[src/rtl/uart_pkg.sv]
// Shared definitions for the memory-mapped UART transmitter: TX state
// encoding, register offsets and STATUS bit positions.
package uart_pkg;

  typedef enum logic [1:0] {
    IDLE  = 2'd0,
    START = 2'd1,
    DATA  = 2'd2,
    STOP  = 2'd3
  } tx_state_t;

  localparam logic [31:0] OFS_TXDATA = 32'd0;
  localparam logic [31:0] OFS_STATUS = 32'd4;

  localparam int ST_FULL      = 0;
  localparam int ST_EMPTY     = 1;
  localparam int ST_BUSY      = 2;
  localparam int ST_OVERFLOW  = 3;
  localparam int ST_COUNT_LSB = 4;

  // STATUS only has a nibble for the fill level, so larger counts pin at 15.
  function automatic logic [3:0] sat_count4(input logic [6:0] c);
    return (c > 7'd15) ? 4'hF : c[3:0];
  endfunction

endpackage

[src/rtl/sync_fifo.sv]
// Circular-buffer FIFO with a combinational head output, so the consumer
// can take the head in the same cycle it pops it.
module sync_fifo #(
  parameter int WIDTH = 8,
  parameter int DEPTH = 8
) (
  input  logic                     clk,
  input  logic                     reset,
  input  logic                     push,
  input  logic                     pop,
  input  logic [WIDTH-1:0]         din,
  output logic [WIDTH-1:0]         dout,
  output logic                     full,
  output logic                     empty,
  output logic [$clog2(DEPTH):0]   count
);

  localparam int AW = $clog2(DEPTH);
  localparam int CW = AW + 1;

  logic [WIDTH-1:0] mem [DEPTH];
  logic [AW-1:0]    wr_ptr_reg;
  logic [AW-1:0]    rd_ptr_reg;
  logic [CW-1:0]    count_reg;
  logic             do_push;
  logic             do_pop;

  assign full  = (count_reg == CW'(DEPTH));
  assign empty = (count_reg == '0);
  assign count = count_reg;
  assign dout  = mem[rd_ptr_reg];

  // A push into a full FIFO is only legal when the head leaves this cycle.
  assign do_pop  = pop && !empty;
  assign do_push = push && (!full || do_pop);

  always_ff @(posedge clk) begin
    if (do_push) begin
      mem[wr_ptr_reg] <= din;
    end
  end

  always_ff @(posedge clk or posedge reset) begin
    if (reset) begin
      wr_ptr_reg <= '0;
      rd_ptr_reg <= '0;
      count_reg  <= '0;
    end else begin
      if (do_push) begin
        wr_ptr_reg <= wr_ptr_reg + 1'b1;
      end
      if (do_pop) begin
        rd_ptr_reg <= rd_ptr_reg + 1'b1;
      end
      case ({do_push, do_pop})
        2'b10:   count_reg <= count_reg + CW'(1);
        2'b01:   count_reg <= count_reg - CW'(1);
        default: count_reg <= count_reg;
      endcase
    end
  end

endmodule

[src/rtl/mmio_uart_tx.sv]
// Memory-mapped 8N1 UART transmitter: decodes core stores into a TX FIFO,
// serialises queued bytes and exposes a combinational STATUS register.
module mmio_uart_tx
  import uart_pkg::*;
#(
  parameter logic [31:0] BASE_ADDR    = 32'h0000_2000,
  parameter int          CLKS_PER_BIT = 434,
  parameter int          FIFO_DEPTH   = 8
) (
  input  logic        clk,
  input  logic        reset,
  input  logic        MemWrite,
  input  logic [31:0] Mem_WrAddr,
  input  logic [31:0] Mem_WrData,
  output logic        rd_hit,
  output logic [31:0] rd_data,
  output logic        tx,
  output logic        tx_busy
);

  localparam int          CW        = $clog2(FIFO_DEPTH) + 1;
  localparam logic [15:0] BAUD_LAST = 16'(CLKS_PER_BIT - 1);

  tx_state_t     state_reg;
  logic [15:0]   baud_reg;
  logic [2:0]    bit_idx_reg;
  logic [7:0]    shift_reg;
  logic          tx_reg;
  logic          overflow_reg;

  logic          hit_txdata;
  logic          hit_status;
  logic          push_req;
  logic          pop;
  logic          baud_done;
  logic [7:0]    fifo_dout;
  logic          fifo_full;
  logic          fifo_empty;
  logic [CW-1:0] fifo_count;
  logic          unused_wrdata;

  assign unused_wrdata = ^Mem_WrData[31:8];

  assign hit_txdata = (Mem_WrAddr == BASE_ADDR + OFS_TXDATA);
  assign hit_status = (Mem_WrAddr == BASE_ADDR + OFS_STATUS);
  assign push_req   = MemWrite && hit_txdata;
  assign pop        = (state_reg == IDLE) && !fifo_empty;
  assign baud_done  = (baud_reg == BAUD_LAST);

  sync_fifo #(
    .WIDTH (8),
    .DEPTH (FIFO_DEPTH)
  ) u_fifo (
    .clk   (clk),
    .reset (reset),
    .push  (push_req),
    .pop   (pop),
    .din   (Mem_WrData[7:0]),
    .dout  (fifo_dout),
    .full  (fifo_full),
    .empty (fifo_empty),
    .count (fifo_count)
  );

  assign rd_hit = hit_txdata || hit_status;

  always_comb begin
    rd_data = '0;
    if (hit_status) begin
      rd_data[ST_FULL]            = fifo_full;
      rd_data[ST_EMPTY]           = fifo_empty;
      rd_data[ST_BUSY]            = tx_busy;
      rd_data[ST_OVERFLOW]        = overflow_reg;
      rd_data[ST_COUNT_LSB +: 4]  = sat_count4(7'(fifo_count));
    end
  end

  // A dropped byte sets the flag even if a clear lands in the same cycle.
  always_ff @(posedge clk or posedge reset) begin
    if (reset) begin
      overflow_reg <= 1'b0;
    end else if (push_req && fifo_full && !pop) begin
      overflow_reg <= 1'b1;
    end else if (MemWrite && hit_status && Mem_WrData[ST_OVERFLOW]) begin
      overflow_reg <= 1'b0;
    end
  end

  always_ff @(posedge clk or posedge reset) begin
    if (reset) begin
      state_reg   <= IDLE;
      baud_reg    <= '0;
      bit_idx_reg <= '0;
      shift_reg   <= '0;
      tx_reg      <= 1'b1;
    end else begin
      case (state_reg)
        IDLE: begin
          tx_reg <= 1'b1;
          if (!fifo_empty) begin
            shift_reg <= fifo_dout;
            baud_reg  <= '0;
            tx_reg    <= 1'b0;
            state_reg <= START;
          end
        end
        START: begin
          if (baud_done) begin
            baud_reg    <= '0;
            bit_idx_reg <= '0;
            tx_reg      <= shift_reg[0];
            state_reg   <= DATA;
          end else begin
            baud_reg <= baud_reg + 16'd1;
          end
        end
        DATA: begin
          if (baud_done) begin
            baud_reg <= '0;
            if (bit_idx_reg == 3'd7) begin
              tx_reg    <= 1'b1;
              state_reg <= STOP;
            end else begin
              // Drive the next bit from the pre-shift value so tx stays registered.
              shift_reg   <= {1'b0, shift_reg[7:1]};
              tx_reg      <= shift_reg[1];
              bit_idx_reg <= bit_idx_reg + 3'd1;
            end
          end else begin
            baud_reg <= baud_reg + 16'd1;
          end
        end
        STOP: begin
          if (baud_done) begin
            baud_reg  <= '0;
            state_reg <= IDLE;
          end else begin
            baud_reg <= baud_reg + 16'd1;
          end
        end
        default: state_reg <= IDLE;
      endcase
    end
  end

  assign tx      = tx_reg;
  assign tx_busy = (state_reg != IDLE);

endmodule

[config.mk]
export PLATFORM = sky130hd
export DESIGN_NAME = mmio_uart_tx
export DESIGN_NICKNAME = d
export VERILOG_FILES = /design/src/rtl/uart_pkg.sv /design/src/rtl/sync_fifo.sv /design/src/rtl/mmio_uart_tx.sv
export SDC_FILE = /design/constraint.sdc
export NUM_CORES = 1
export LEC_CHECK = 0
export CAP_MARGIN = 5
export CORE_ASPECT_RATIO = 0.6
export CORE_MARGIN = 4
export CORE_UTILIZATION = 43
export CTS_CLUSTER_SIZE = 8
export DETAILED_ROUTE_END_ITERATION = 16
export PLACE_DENSITY = 0.75
export SYNTH_ARGS = -nofsm -noshare
export SYNTH_HDL_FRONTEND = slang
export SYNTH_SLANG_ARGS = --single-unit
[constraint.sdc]
create_clock -name clk -period 7.38 [get_ports clk]
set_input_delay 1.476 -clock clk [delete_from_list [all_inputs] [get_ports clk]]
set_output_delay 1.476 -clock clk [all_outputs]
set_load 0.02 [all_outputs]
Word-level counts from Yosys, hierarchy flattened
Memories as Yosys holds them, arrays and structs flattened.
Index checks and enable logic that the tools add are counted.
Widths: inputs -> output; s select.
{"block": "word_totals", "reg_bits": 41, "ram_bits": 64, "input_bits": 67, "output_inout_bits": 35, "wordCells": 86, "n_memories": 1}
{"block": "classes", "addsub": 6, "eq_ne": 16, "muxes": 28, "n_reduce_logical": 26}
{"name": "u_fifo.mem", "words": 8, "width": 8, "read_ports": 1, "rd_clocked_by_memory_dff": 0, "write_ports": 1, "line": "sync_fifo.sv:21", "text": "logic [WIDTH-1:0] mem [DEPTH];"}
{"operator": "$eq 32x14->1 const B", "count": 2}
{"operator": "$mux 16", "count": 2}
{"operator": "$mux 8", "count": 4}
{"operator": "$pmux 16 s2", "count": 1}
{"operator": "$add 16x1->16 const B", "count": 1}
{"operator": "$eq 16x9->1 const B", "count": 1}
{"operator": "$pmux 8 s2", "count": 1}
{"operator": "$ne 2x2->1 const B", "count": 6}
{"operator": "$mux 2", "count": 5}
{"operator": "$reduce_bool 2->1", "count": 5}
{"operator": "$add 3x1->3 const B", "count": 3}
{"operator": "$mux 3", "count": 3}
{"operator": "$logic_and 1x1->1", "count": 8}
{"operator": "$mux 1", "count": 8}
{"operator": "$pmux 2 s4", "count": 1}
{"operator": "$pmux 4 s2", "count": 1}
{"operator": "$reduce_and 4->1", "count": 2}
{"operator": "$eq 2x2->1 const B", "count": 3}
{"operator": "$pmux 3 s2", "count": 1}
{"operator": "$reduce_and 5->1", "count": 1}
{"operator": "$add 4x1->4 const B", "count": 1}
{"operator": "$eq 2x1->1 const B", "count": 2}
{"operator": "$eq 4x4->1 const B", "count": 1}
{"operator": "$logic_not 4->1", "count": 1}
{"operator": "9 further kinds", "count": 12}

Longest topological paths before layout
Gate-level depths: netlist of the first run.
{"block": "logic_depth", "depth_word": 8, "ltp_mapped": 10, "depth_no_buf": 10}

Modules after synthesis
Synthesis of the first run repeated with hierarchy kept, for this count alone.
{"block": "hier_totals", "cells_unflattened": 399, "area_unflattened_um2": 5197.5}
{"module": "sync_fifo", "instances": 1, "cells_per_inst": 165, "area_per_inst_um2": 3135.5, "seq_area_each_um2": 2172.1}
{"module": "mmio_uart_tx", "instances": 1, "cells_per_inst": 234, "area_per_inst_um2": 2062.0, "seq_area_each_um2": 777.0}

Worst setup path before layout of the first run
OpenSTA, ideal clock, no wires.
{"block": "synth_path", "kind": "input -> output", "start": "input Mem_WrAddr[18]", "end": "output rd_data[2]", "arrival_time_ns": 2.993, "required_time_ns": 5.904, "setup_slack_ns": 2.911, "stages": 6, "n_path_buf": 0, "cell_sequence": "nor4_1 > nand4_1 > or2_2 > inv_1 > nand2_1 > nor2_1"}
{"block": "synth_between", "elab_chain_cells": 2}
{"item": "from (decl)", "line": "mmio_uart_tx.sv:13", "text": "input logic [31:0] Mem_WrAddr,"}
{"item": "$eq 32x14->1", "line": "mmio_uart_tx.sv:45", "text": "assign hit_status = (Mem_WrAddr == BASE_ADDR + OFS_STATUS);"}
{"item": "$mux 8", "line": "mmio_uart_tx.sv:69", "text": "if (hit_status) begin"}
{"item": "to (decl)", "line": "mmio_uart_tx.sv:16", "text": "output logic [31:0] rd_data,"}
No other way between the ends.

Worst setup path in the final report of the first run
{"block": "layout_path", "start": "input Mem_WrAddr[1]", "end": "output rd_data[5]"}
The elaborated chain is that of the path after synthesis.

==> qor.csv, run 1 <==
stage;metric;value;unit
status;outcome;completed;
placed_design;HPWL Detailed;7480;um
layout;P&R area growth vs syn;16.6;%
layout;nets@finish;540;
setup_path;worst endpoint required time;5.90;ns
timing;RSZ-0062 raised after global routing;false;
cts;Clk Latency, worst-skew pair;0.35;ns
timing;TNS Setup;0;ns
setup_path;Crit. Startpoint;Mem_WrAddr[1];
worst_hold_path;Worst Hold Class;flop to flop;
cts;H-Tree Depth;3;
layout;ANT cells;0;
pwr;Leak Pwr;2.22;nW
logic_synthesis;Post-Syn Instances;406;
setup_path;crit end category;output pin;
cts;setup bufs post-CTS;0;
cts;Max clock buf depth;2;
setup_path;R2R Path Start;state_reg[0]$_DFFE_PP0P_;
global_routing;vias in the first global route;3478;
setup_path;cell count of the worst reg-to-reg path;6;
floorplan;chip height;94.2;um
layout;Core Util, Final;51.5;%
logic_synthesis;yosys warns;0;
layout;max reg flops;64;
timing;clk_skew;0.00766;ns
setup_path;WP data arrival;3.91;ns
global_routing;Global Route met3 Usage;3.52;%
logic_synthesis;FF+latch count, synth;105;
global_routing;remaining global-route overflow;0;
cts;CTS Sinks;105;
floorplan;CORE AREA;12100;sq um
worst_hold_path;Hold Crit Depth;1;
floorplan;# IOs;102;
logic_synthesis;synth unique cells;63;
setup_path;worst r2r dst;u_fifo.mem[3][7]$_DFFE_PP_;
logic_synthesis;synthesized area;5320;sq um
worst_hold_path;Hold Path End;baud_reg[15]$_DFFE_PP0P_;
cts;CTS clk-pin slew, worst paths;0.07;ns
timing;Period Utilization, post-route;73.0;%
detailed_routing;WL final;10600;um
layout;# fillers;1004;
logic_synthesis;ys flop type;edfxtp_1;
pwr;Max IR drop VDD;0.114;mV
setup_path;Setup Crit Path Kind;primary input to output pin;
detailed_routing;Final ANT Viol Nets;0;
cts;post-cts sizing count;0;
placed_design;IO Port Bufs;53;
timing;Worst Tran Pin Value;1.17;ns
timing;Max Fclk;0.186;GHz
detailed_routing;WL/cell;16.8;um
cts;clk root buf;clkbuf_16;
layout;Finished Layout Cells;628;
global_routing;first-pass GRT wire length;17400;um
global_routing;largest net degree at the start of global routing;34;
logic_synthesis;EDFF count, synth;64;
cts;TritonCTS clock tree;yes;
floorplan;initial core utilization;44.1;%
cts;CTS Buf Count;9;
global_routing;busiest grt layer;met2;
timing;Setup-failing EPs final;0;
floorplan;num rows;31;
timing;final-report hold violation count;0;
floorplan;Die X;152;um
detailed_routing;DRT Pass-1 Iters;4;
job;max_cap viols;0;
global_routing;GRT met2 Usage;23.8;%
detailed_routing;vias per cell;5.45;
detailed_routing;DR iter-0 viols;275;
timing;Rel. slew slack;21.5;%
logic_synthesis;Async SR Flop Fraction;39.0;%
timing;final hold slack;0.500;ns
setup_path;reg2reg setup slack;4.24;ns
timing;Slew Limit Fails;0;
worst_hold_path;HP Start;baud_reg[15]$_DFFE_PP0P_;
layout;share of cells above drive strength 1;14.0;%
floorplan;die area;14300;sq um
detailed_routing;# DRC;0;
timing;final period demand of the worst path;5.39;ns
placed_design;GPL Wtd Cong;0.810;
setup_path;crit path launch type;primary input;
placed_design;DP Cell Count;612;
cts;hold buffer count at CTS;0;
global_routing;met1 Usage GRT;22.9;%
logic_synthesis;Syn Area/Cell;13.1;sq um
detailed_routing;vias;3420;
global_routing;gr usage total;15.8;%
logic_synthesis;sequential fraction of the synthesis area;55.4;%
pwr;Power Density;182;nW/um^2
setup_path;crit-path max FO;4;
global_routing;initial antenna violation count;0;
==> synth_stat cells (2+ instances only) <==
| cell type | n | area (sq um) |
|---|---|---|
| edfxtp_1 | 64 | 1920 |
| dfrtp_1 | 40 | 1000 |
| nand2_1 | 36 | 135 |
| o21ai_0 | 30 | 150 |
| buf_4 | 26 | 195 |
| mux4_2 | 16 | 360 |
| nor3_1 | 15 | 75.1 |
| ha_1 | 14 | 175 |
| inv_1 | 14 | 52.6 |
| nor2_1 | 14 | 52.6 |
| nor4_1 | 11 | 68.8 |
| mux2i_1 | 9 | 90.1 |
| mux2_2 | 8 | 90.1 |
| nand3_1 | 8 | 40.0 |
| a22o_1 | 7 | 61.3 |
| xnor2_1 | 7 | 61.3 |
| clkbuf_1 | 6 | 22.5 |
| nand4_1 | 6 | 37.5 |
| and2_1 | 4 | 25.0 |
| nor4b_2 | 4 | 60.1 |
| xor2_1 | 4 | 35.0 |
| a311oi_1 | 3 | 26.3 |
| and3_1 | 3 | 18.8 |
| buf_1 | 3 | 11.3 |
| buf_2 | 3 | 15.0 |
| nand2b_1 | 3 | 18.8 |
| nor4b_4 | 3 | 71.3 |
| o2bb2ai_1 | 3 | 26.3 |
| o31ai_1 | 3 | 22.5 |
| a21o_1 | 2 | 15.0 |
| and4_1 | 2 | 17.5 |
| nand2_4 | 2 | 22.5 |
| nor2b_1 | 2 | 12.5 |
| o22ai_1 | 2 | 12.5 |
==> final cells by class <==
| type | instances | area [sq um] | area share, % |
|---|---|---|---|
| inverter | 14 | 52.6 | 0.846 |
| tap | 165 | 206 | 3.33 |
| sequential | 105 | 2950 | 47.5 |
| timing repair buffer | 58 | 568 | 9.15 |
| multi-input combinational | 270 | 2150 | 34.6 |
| clock inverter | 6 | 56.3 | 0.907 |
| clock buffer | 10 | 229 | 3.69 |
==> critical path, cell delays in order <==
cell,delay (ns)
clkdlybuf4s50_1,0.40
nor4_1,0.40
nand4_2,0.26
or2_2,0.37
inv_1,0.15
nand2_1,0.13
nor2_1,0.11
clkdlybuf4s50_1,0.62
==> metal layers <==
metal	share of wire (%)	wire length, um
met1	47	4960
met2	45	4790
met3	6.4	672
met4	1.4	153
met5	0	0
==> metrics by stage <==
stage / area [sq um] / setup WS [ns] / total power [W]
2_1_floorplan: 5410 / 2.91 / 0.000662
3_3_place_gp: 5920 / 2.05 / 0.000681
3_5_place_dp: 5920 / 1.98 / 0.000682
4_1_cts: 6210 / 1.97 / 0.00114
5_1_grt: 6210 / 1.74 / 0.00117
6_report: 6210 / 1.99 / 0.00113
==> cells in the final DEF, fill, tap and decap left out, types with 5 or more instances in the layout <==
cell             Yosys  routed
a22o_1               7       7
buf_4               26       5
clkbuf_16            0       9
clkdlybuf4s50_1      0      53
conb_1               1      24
dfrtp_1             40      40
edfxtp_1            64      64
ha_1                14      14
inv_1               14      14
mux2_2               8       8
mux2i_1              9       9
mux4_2              16      16
nand2_1             36      36
nand3_1              8       8
nand4_1              6       6
nor2_1              14      14
nor3_1              15      15
nor4_1              11      11
o21ai_0             30      30
xnor2_1              7       7
==> cells by family (layout without fill, tap and decap cells) <==
family                   Yosys count  count (layout)  synth area share (%)
AO/OA/AOI/OAI                     64              64                  8.56
XOR/XNOR                          11              11                  1.81
adder cells (fa/ha/maj)           15              15                  3.67
buffers and inverters             54              88                  5.88
flip-flops                       105             105                  55.4
multiplexers                      33              33                  10.2
other                              1              24                0.0705
AND/OR/NAND/NOR                  123             123                  14.5
==> worst max path at each step <==
stage / end
3_5_place_dp: rd_data[7]
6_report: rd_data[5]
5_1_grt: rd_data[4]
3_3_place_gp: rd_data[2]
4_1_cts: rd_data[5]
2_1_floorplan: rd_data[2]
==> power by group <==
| part | internal [W] | switching (W) | total (W) |
|---|---|---|---|
| clock | 0.000237 | 0.000224 | 0.000461 |
| sequential | 0.000624 | 0.00000000000160 | 0.000624 |
| combinational | 0.0000208 | 0.0000242 | 0.0000449 |
| total | 0.000881 | 0.000249 | 0.00113 |
No activity file was read; power rests on OpenSTA's default activity.
==> run 2, diff against run 1 <==
--- a/config.mk
+++ b/config.mk
@@ -11,7 +11,7 @@
 export CORE_UTILIZATION = 43
 export CTS_CLUSTER_SIZE = 8
 export DETAILED_ROUTE_END_ITERATION = 16
-export PLACE_DENSITY = 0.75
+export PLACE_DENSITY = 0.78
 export SYNTH_ARGS = -nofsm -noshare
 export SYNTH_HDL_FRONTEND = slang
 export SYNTH_SLANG_ARGS = --single-unit
==> constraint.sdc (replaced) <==
create_clock -name clk -period 4.91 [get_ports clk]
set_input_delay 0.982 -clock clk [delete_from_list [all_inputs] [get_ports clk]]
set_output_delay 0.982 -clock clk [all_outputs]
set_load 0.02 [all_outputs]
==> qor.csv, run 2 (synthesized netlist as in run 1, its figures left out) <==
stage;metric;value;unit
cts;CTS Sinks;105;
layout;max reg flops;64;
layout;ANT cells;0;
floorplan;die area;14300;sq um
cts;setup bufs post-CTS;0;
cts;TritonCTS clock tree;yes;
job;max_cap viols;0;
setup_path;crit path launch type;primary input;
global_routing;Global Route met3 Usage;4.58;%
floorplan;CORE AREA;12100;sq um
timing;Worst Tran Pin Value;1.15;ns
setup_path;crit-path max FO;5;
floorplan;# IOs;102;
floorplan;chip height;94.2;um
cts;Clk Latency, worst-skew pair;0.35;ns
timing;final period demand of the worst path;4.35;ns
layout;Core Util, Final;51.7;%
layout;share of cells above drive strength 1;14.6;%
global_routing;busiest grt layer;met2;
timing;clk_skew;0.00512;ns
floorplan;num rows;31;
placed_design;IO Port Bufs;53;
pwr;Max IR drop VDD;0.158;mV
timing;Slew Limit Fails;0;
worst_hold_path;Worst Hold Class;flop to flop;
global_routing;initial antenna violation count;0;
cts;H-Tree Depth;3;
global_routing;vias in the first global route;3449;
cts;hold buffer count at CTS;0;
detailed_routing;vias per cell;5.50;
cts;post-cts sizing count;0;
placed_design;GPL Wtd Cong;0.916;
detailed_routing;vias;3463;
placed_design;HPWL Detailed;7530;um
detailed_routing;Final ANT Viol Nets;0;
detailed_routing;WL final;10700;um
floorplan;initial core utilization;44.1;%
setup_path;crit end category;output pin;
pwr;Power Density;275;nW/um^2
timing;RSZ-0062 raised after global routing;false;
detailed_routing;DR iter-0 viols;278;
layout;most frequent cells in the layout;edfxtp_1 (64), clkdlybuf4s50_1 (53), dfrtp_1 (40), nand2_1 (36), o21ai_0 (30);
global_routing;largest net degree at the start of global routing;42;
global_routing;first-pass GRT wire length;17400;um
timing;TNS Setup;0;ns
timing;final-report hold violation count;0;
status;outcome;completed;
detailed_routing;DRT Pass-1 Iters;4;
layout;nets@finish;542;
layout;design area;6230;sq um
global_routing;met1 Usage GRT;21.1;%
global_routing;GRT met2 Usage;25.9;%
global_routing;remaining global-route overflow;0;
layout;commonest non-fill, non-tap cell in the layout;edfxtp_1;
cts;clk root buf;clkbuf_16;
timing;Setup-failing EPs final;0;
timing;Period Utilization, post-route;88.6;%
layout;# fillers;1008;
timing;Rel. slew slack;23.6;%
pwr;Leak Pwr;2.24;nW
setup_path;WP data arrival;3.37;ns
timing;Max Fclk;0.230;GHz
setup_path;Setup Crit Path Kind;primary input to output pin;
floorplan;Die X;152;um
setup_path;worst endpoint required time;3.93;ns
detailed_routing;# DRC;0;
cts;CTS clk-pin slew, worst paths;0.07;ns
placed_design;Cell Area, Placed;5940;sq um
global_routing;gr usage total;16.0;%
layout;P&R area growth vs syn;17.1;%
detailed_routing;WL/cell;17.1;um
cts;Max clock buf depth;2;
cts;CTS Buf Count;9;
[run 2: cell count changes in the layout (fill, tap and decap cells not counted), sizes merged]
cell	before	now
clkbuf	10	9
buf	5	7
inv	18	19
[run 2: layer usage]
layer,share of wire (%),up-vias
li1,-,1602
met1,44,1714
met2,47,135
met3,7.5,12
met4,1.2,0
met5,0,-
[run 2: report_power, final]
| group | switching, W | total, W | internal [W] |
|---|---|---|---|
| clock network | 0.000349 | 0.000709 | 0.000359 |
| registers | 0.00000000000236 | 0.000937 | 0.000937 |
| logic | 0.0000369 | 0.0000682 | 0.0000312 |
| total | 0.000386 | 0.00171 | 0.00133 |
[run 2: final cells by class]
| class | instances | area [sq um] | area share [%] |
|---|---|---|---|
| Sequential cell | 105 | 2950 | 47.3 |
| Multi-Input combinational cell | 270 | 2150 | 34.5 |
| Timing Repair Buffer | 60 | 583 | 9.36 |
| Clock buffer | 9 | 225 | 3.61 |
| Tap cell | 165 | 206 | 3.31 |
| Clock inverter | 7 | 67.6 | 1.08 |
| Inverter | 14 | 52.6 | 0.843 |
[run 2: worst paths after layout]
path | startpoint | depth (start not counted) | slack [ns] | endpoint
setup / recovery | Mem_WrAddr[8] | 6 | 0.56 | rd_data[0]
hold / removal | tx$_DFFE_PP1P_ | 2 | 0.50 | tx$_DFFE_PP1P_
setup reg to reg | state_reg[1]$_DFFE_PP0P_ | 10 | 1.82 | u_fifo.count[3]$_DFFE_PP0P_
hold reg to reg | tx$_DFFE_PP1P_ | 2 | 0.50 | tx$_DFFE_PP1P_
max in group asynchronous | reset | 3 | 3.46 | tx$_DFFE_PP1P_
min in group asynchronous | reset | 3 | 1.07 | u_fifo.count[0]$_DFFE_PP0P_
[run 2: through the flow]
stage | setup slack (ns) | cells | hold slack, ns | total power, W
6_report | 0.560 | 630 | 0.500 | 0.00171
5_1_grt | 0.299 | 630 | 0.523 | 0.00177
4_1_cts | 0.542 | 630 | 0.504 | 0.00173
3_5_place_dp | 0.549 | 614 | 0.483 | 0.00103
3_3_place_gp | 0.592 | 614 | 0.467 | 0.00102
2_1_floorplan | 1.43 | 429 | 0.448 | 0.000995
[run 2: worst max-delay path, cell delays in order]
cell             delay [ns]
clkdlybuf4s50_1        0.41
nor4_1                 0.34
nand4_2                0.24
nor3_1                 0.54
and3_1                 0.24
clkdlybuf4s50_1        0.60
==> run 3, diff against run 2 <==
--- a/config.mk
+++ b/config.mk
@@ -11,7 +11,7 @@
 export CORE_UTILIZATION = 43
 export CTS_CLUSTER_SIZE = 8
 export DETAILED_ROUTE_END_ITERATION = 16
-export PLACE_DENSITY = 0.78
+export PLACE_DENSITY = 0.75
 export SYNTH_ARGS = -nofsm -noshare
 export SYNTH_HDL_FRONTEND = slang
 export SYNTH_SLANG_ARGS = --single-unit
==> constraint.sdc (replaced) <==
create_clock -name clk -period 4.3 [get_ports clk]
set_input_delay 0.86 -clock clk [delete_from_list [all_inputs] [get_ports clk]]
set_output_delay 0.86 -clock clk [all_outputs]
set_load 0.02 [all_outputs]
==> qor.csv, run 3 (synthesized netlist as in run 1, its figures left out) <==
stage;metric;value;unit
cts;CTS clk-pin slew, worst paths;0.07;ns
cts;post-cts sizing count;0;
global_routing;first-pass GRT wire length;17100;um
layout;Finished Layout Cells;632;
global_routing;vias in the first global route;3439;
detailed_routing;WL final;10700;um
cts;Clk Latency, worst-skew pair;0.35;ns
timing;Period Utilization, post-route;93.7;%
setup_path;R2R Path Start;state_reg[0]$_DFFE_PP0P_;
setup_path;crit-path max cell delay;0.61;ns
timing;Setup-failing EPs final;0;
detailed_routing;DRT Pass-1 Iters;5;
timing;Max Fclk;0.248;GHz
setup_path;reg2reg setup slack;1.19;ns
cts;hold buffer count at CTS;0;
cts;TritonCTS clock tree;yes;
cts;setup bufs post-CTS;0;
placed_design;HPWL Detailed;7700;um
detailed_routing;vias per cell;5.45;
timing;final period demand of the worst path;4.03;ns
cts;CTS Buf Count;9;
detailed_routing;# DRC;0;
setup_path;Crit. Startpoint;Mem_WrAddr[22];
floorplan;# IOs;102;
cts;H-Tree Depth;3;
detailed_routing;DR iter-0 viols;222;
setup_path;worst endpoint required time;3.44;ns
status;outcome;completed;
cts;clk root buf;clkbuf_16;
setup_path;most frequent CP cell;clkdlybuf4s50_1;
timing;final-report hold violation count;0;
setup_path;Setup Crit Path Kind;primary input to output pin;
floorplan;chip height;94.2;um
global_routing;initial antenna violation count;0;
pwr;Power Density;314;nW/um^2
cts;CTS Sinks;105;
timing;clk_skew;0.00721;ns
layout;most frequent cells in the layout;edfxtp_1 (64), clkdlybuf4s50_1 (53), dfrtp_1 (40), nand2_1 (36), o21ai_0 (30);
worst_hold_path;Worst Hold Class;flop to flop;
layout;max reg flops;64;
placed_design;IO Port Bufs;53;
global_routing;remaining global-route overflow;0;
layout;commonest non-fill, non-tap cell in the layout;edfxtp_1;
floorplan;num rows;31;
detailed_routing;vias;3446;
floorplan;CORE AREA;12100;sq um
setup_path;crit-path max FO;5;
placed_design;GPL Wtd Cong;0.823;
setup_path;crit end category;output pin;
timing;Worst Tran Pin Value;1.09;ns
timing;Rel. slew slack;27.4;%
layout;nets@finish;544;
layout;ANT cells;0;
global_routing;largest net degree at the start of global routing;42;
timing;TNS Setup;0;ns
detailed_routing;WL/cell;16.9;um
setup_path;WP data arrival;3.17;ns
detailed_routing;Final ANT Viol Nets;0;
floorplan;initial core utilization;44.1;%
job;max_cap viols;0;
floorplan;Die X;152;um
layout;# fillers;1004;
timing;RSZ-0062 raised after global routing;false;
cts;Max clock buf depth;2;
layout;P&R area growth vs syn;17.4;%
pwr;Leak Pwr;2.25;nW
setup_path;slowest CP cell;clkdlybuf4s50_1;
floorplan;die area;14300;sq um
setup_path;crit path launch type;primary input;
pwr;Max IR drop VDD;0.205;mV
timing;Slew Limit Fails;0;
layout;share of cells above drive strength 1;14.6;%
global_routing;gr usage total;15.7;%
placed_design;DP Cell Count;616;
worst_hold_path;HP Start;overflow_reg$_DFFE_PP0P_;
setup_path;cells along the critical path;clkdlybuf4s50_1 > nor4_1 > nand4_1 > buf_4 > nor3_1 > and2_1 > clkdlybuf4s50_1;
==> run 3: changes by cell type in the layout (fill, tap and decap cells not counted), sizes merged <==
| cell | previous run | this run |
|---|---|---|
| inv | 19 | 16 |
| bufinv | 0 | 1 |
| buf | 7 | 9 |
| clkbuf | 9 | 10 |
| clkinv | 1 | 2 |
==> run 3: path summary, 6_finish.rpt <==
| kind | to | cells after the start |
|---|---|---|
| max in group asynchronous | tx$_DFFE_PP1P_ | 3 |
| hold / removal | overflow_reg$_DFFE_PP0P_ | 1 |
| setup / recovery | rd_data[3] | 7 |
| hold reg to reg | overflow_reg$_DFFE_PP0P_ | 1 |
| min in group asynchronous | u_fifo.count[2]$_DFFE_PP0P_ | 3 |
| setup reg to reg | u_fifo.count[3]$_DFFE_PP0P_ | 10 |
==> run 3: metrics by stage <==
| step | hold slack [ns] | setup slack (ns) | area, sq um | util (%) | power, W |
|---|---|---|---|---|---|
| final | 0.492 | 0.271 | 6250 | 51.8 | 0.00196 |
| after global routing | 0.530 | 0.102 | 6250 | 51.8 | 0.00203 |
| after CTS | 0.495 | 0.246 | 6250 | 51.8 | 0.00198 |
| after detailed placement | 0.490 | 0.255 | 5950 | 49.4 | 0.00117 |
| after global placement | 0.469 | 0.299 | 5950 | 49.4 | 0.00117 |
| after floorplan | 0.448 | 1.06 | 5410 | - | 0.00114 |
==> run 3: power by group <==
| part | internal [W] | switching, W |
|---|---|---|
| sequential | 0.00107 | 0.00000000000274 |
| clock | 0.000455 | 0.000360 |
| combinational | 0.0000357 | 0.0000424 |
==> run 3: area by class of cell <==
cell class / count / area [sq um] / area share [%]
flip-flops and latches: 105 / 2950 / 47.2
clock inverters: 6 / 67.6 / 1.08
well taps: 165 / 206 / 3.30
clock buffers: 10 / 229 / 3.66
inverters: 14 / 52.6 / 0.841
multi-input cells: 270 / 2150 / 34.4
repair buffers: 62 / 598 / 9.57
==> run 3: routing by layer <==
metal | vias up | track usage, % | wire, um
li1 | 1612 | - | -
met4 | 0 | 4.33 | 95
met1 | 1703 | 21.4 | 4850
met2 | 123 | 24.9 | 5030
met5 | - | 0 | 0
met3 | 8 | 4.10 | 732
==> run 3: worst max-delay path: cells and delay by family <==
family | cells | cell delay (ns)
buffers and inverters | 3 | 1.20
AND/OR/NAND/NOR | 4 | 1.10
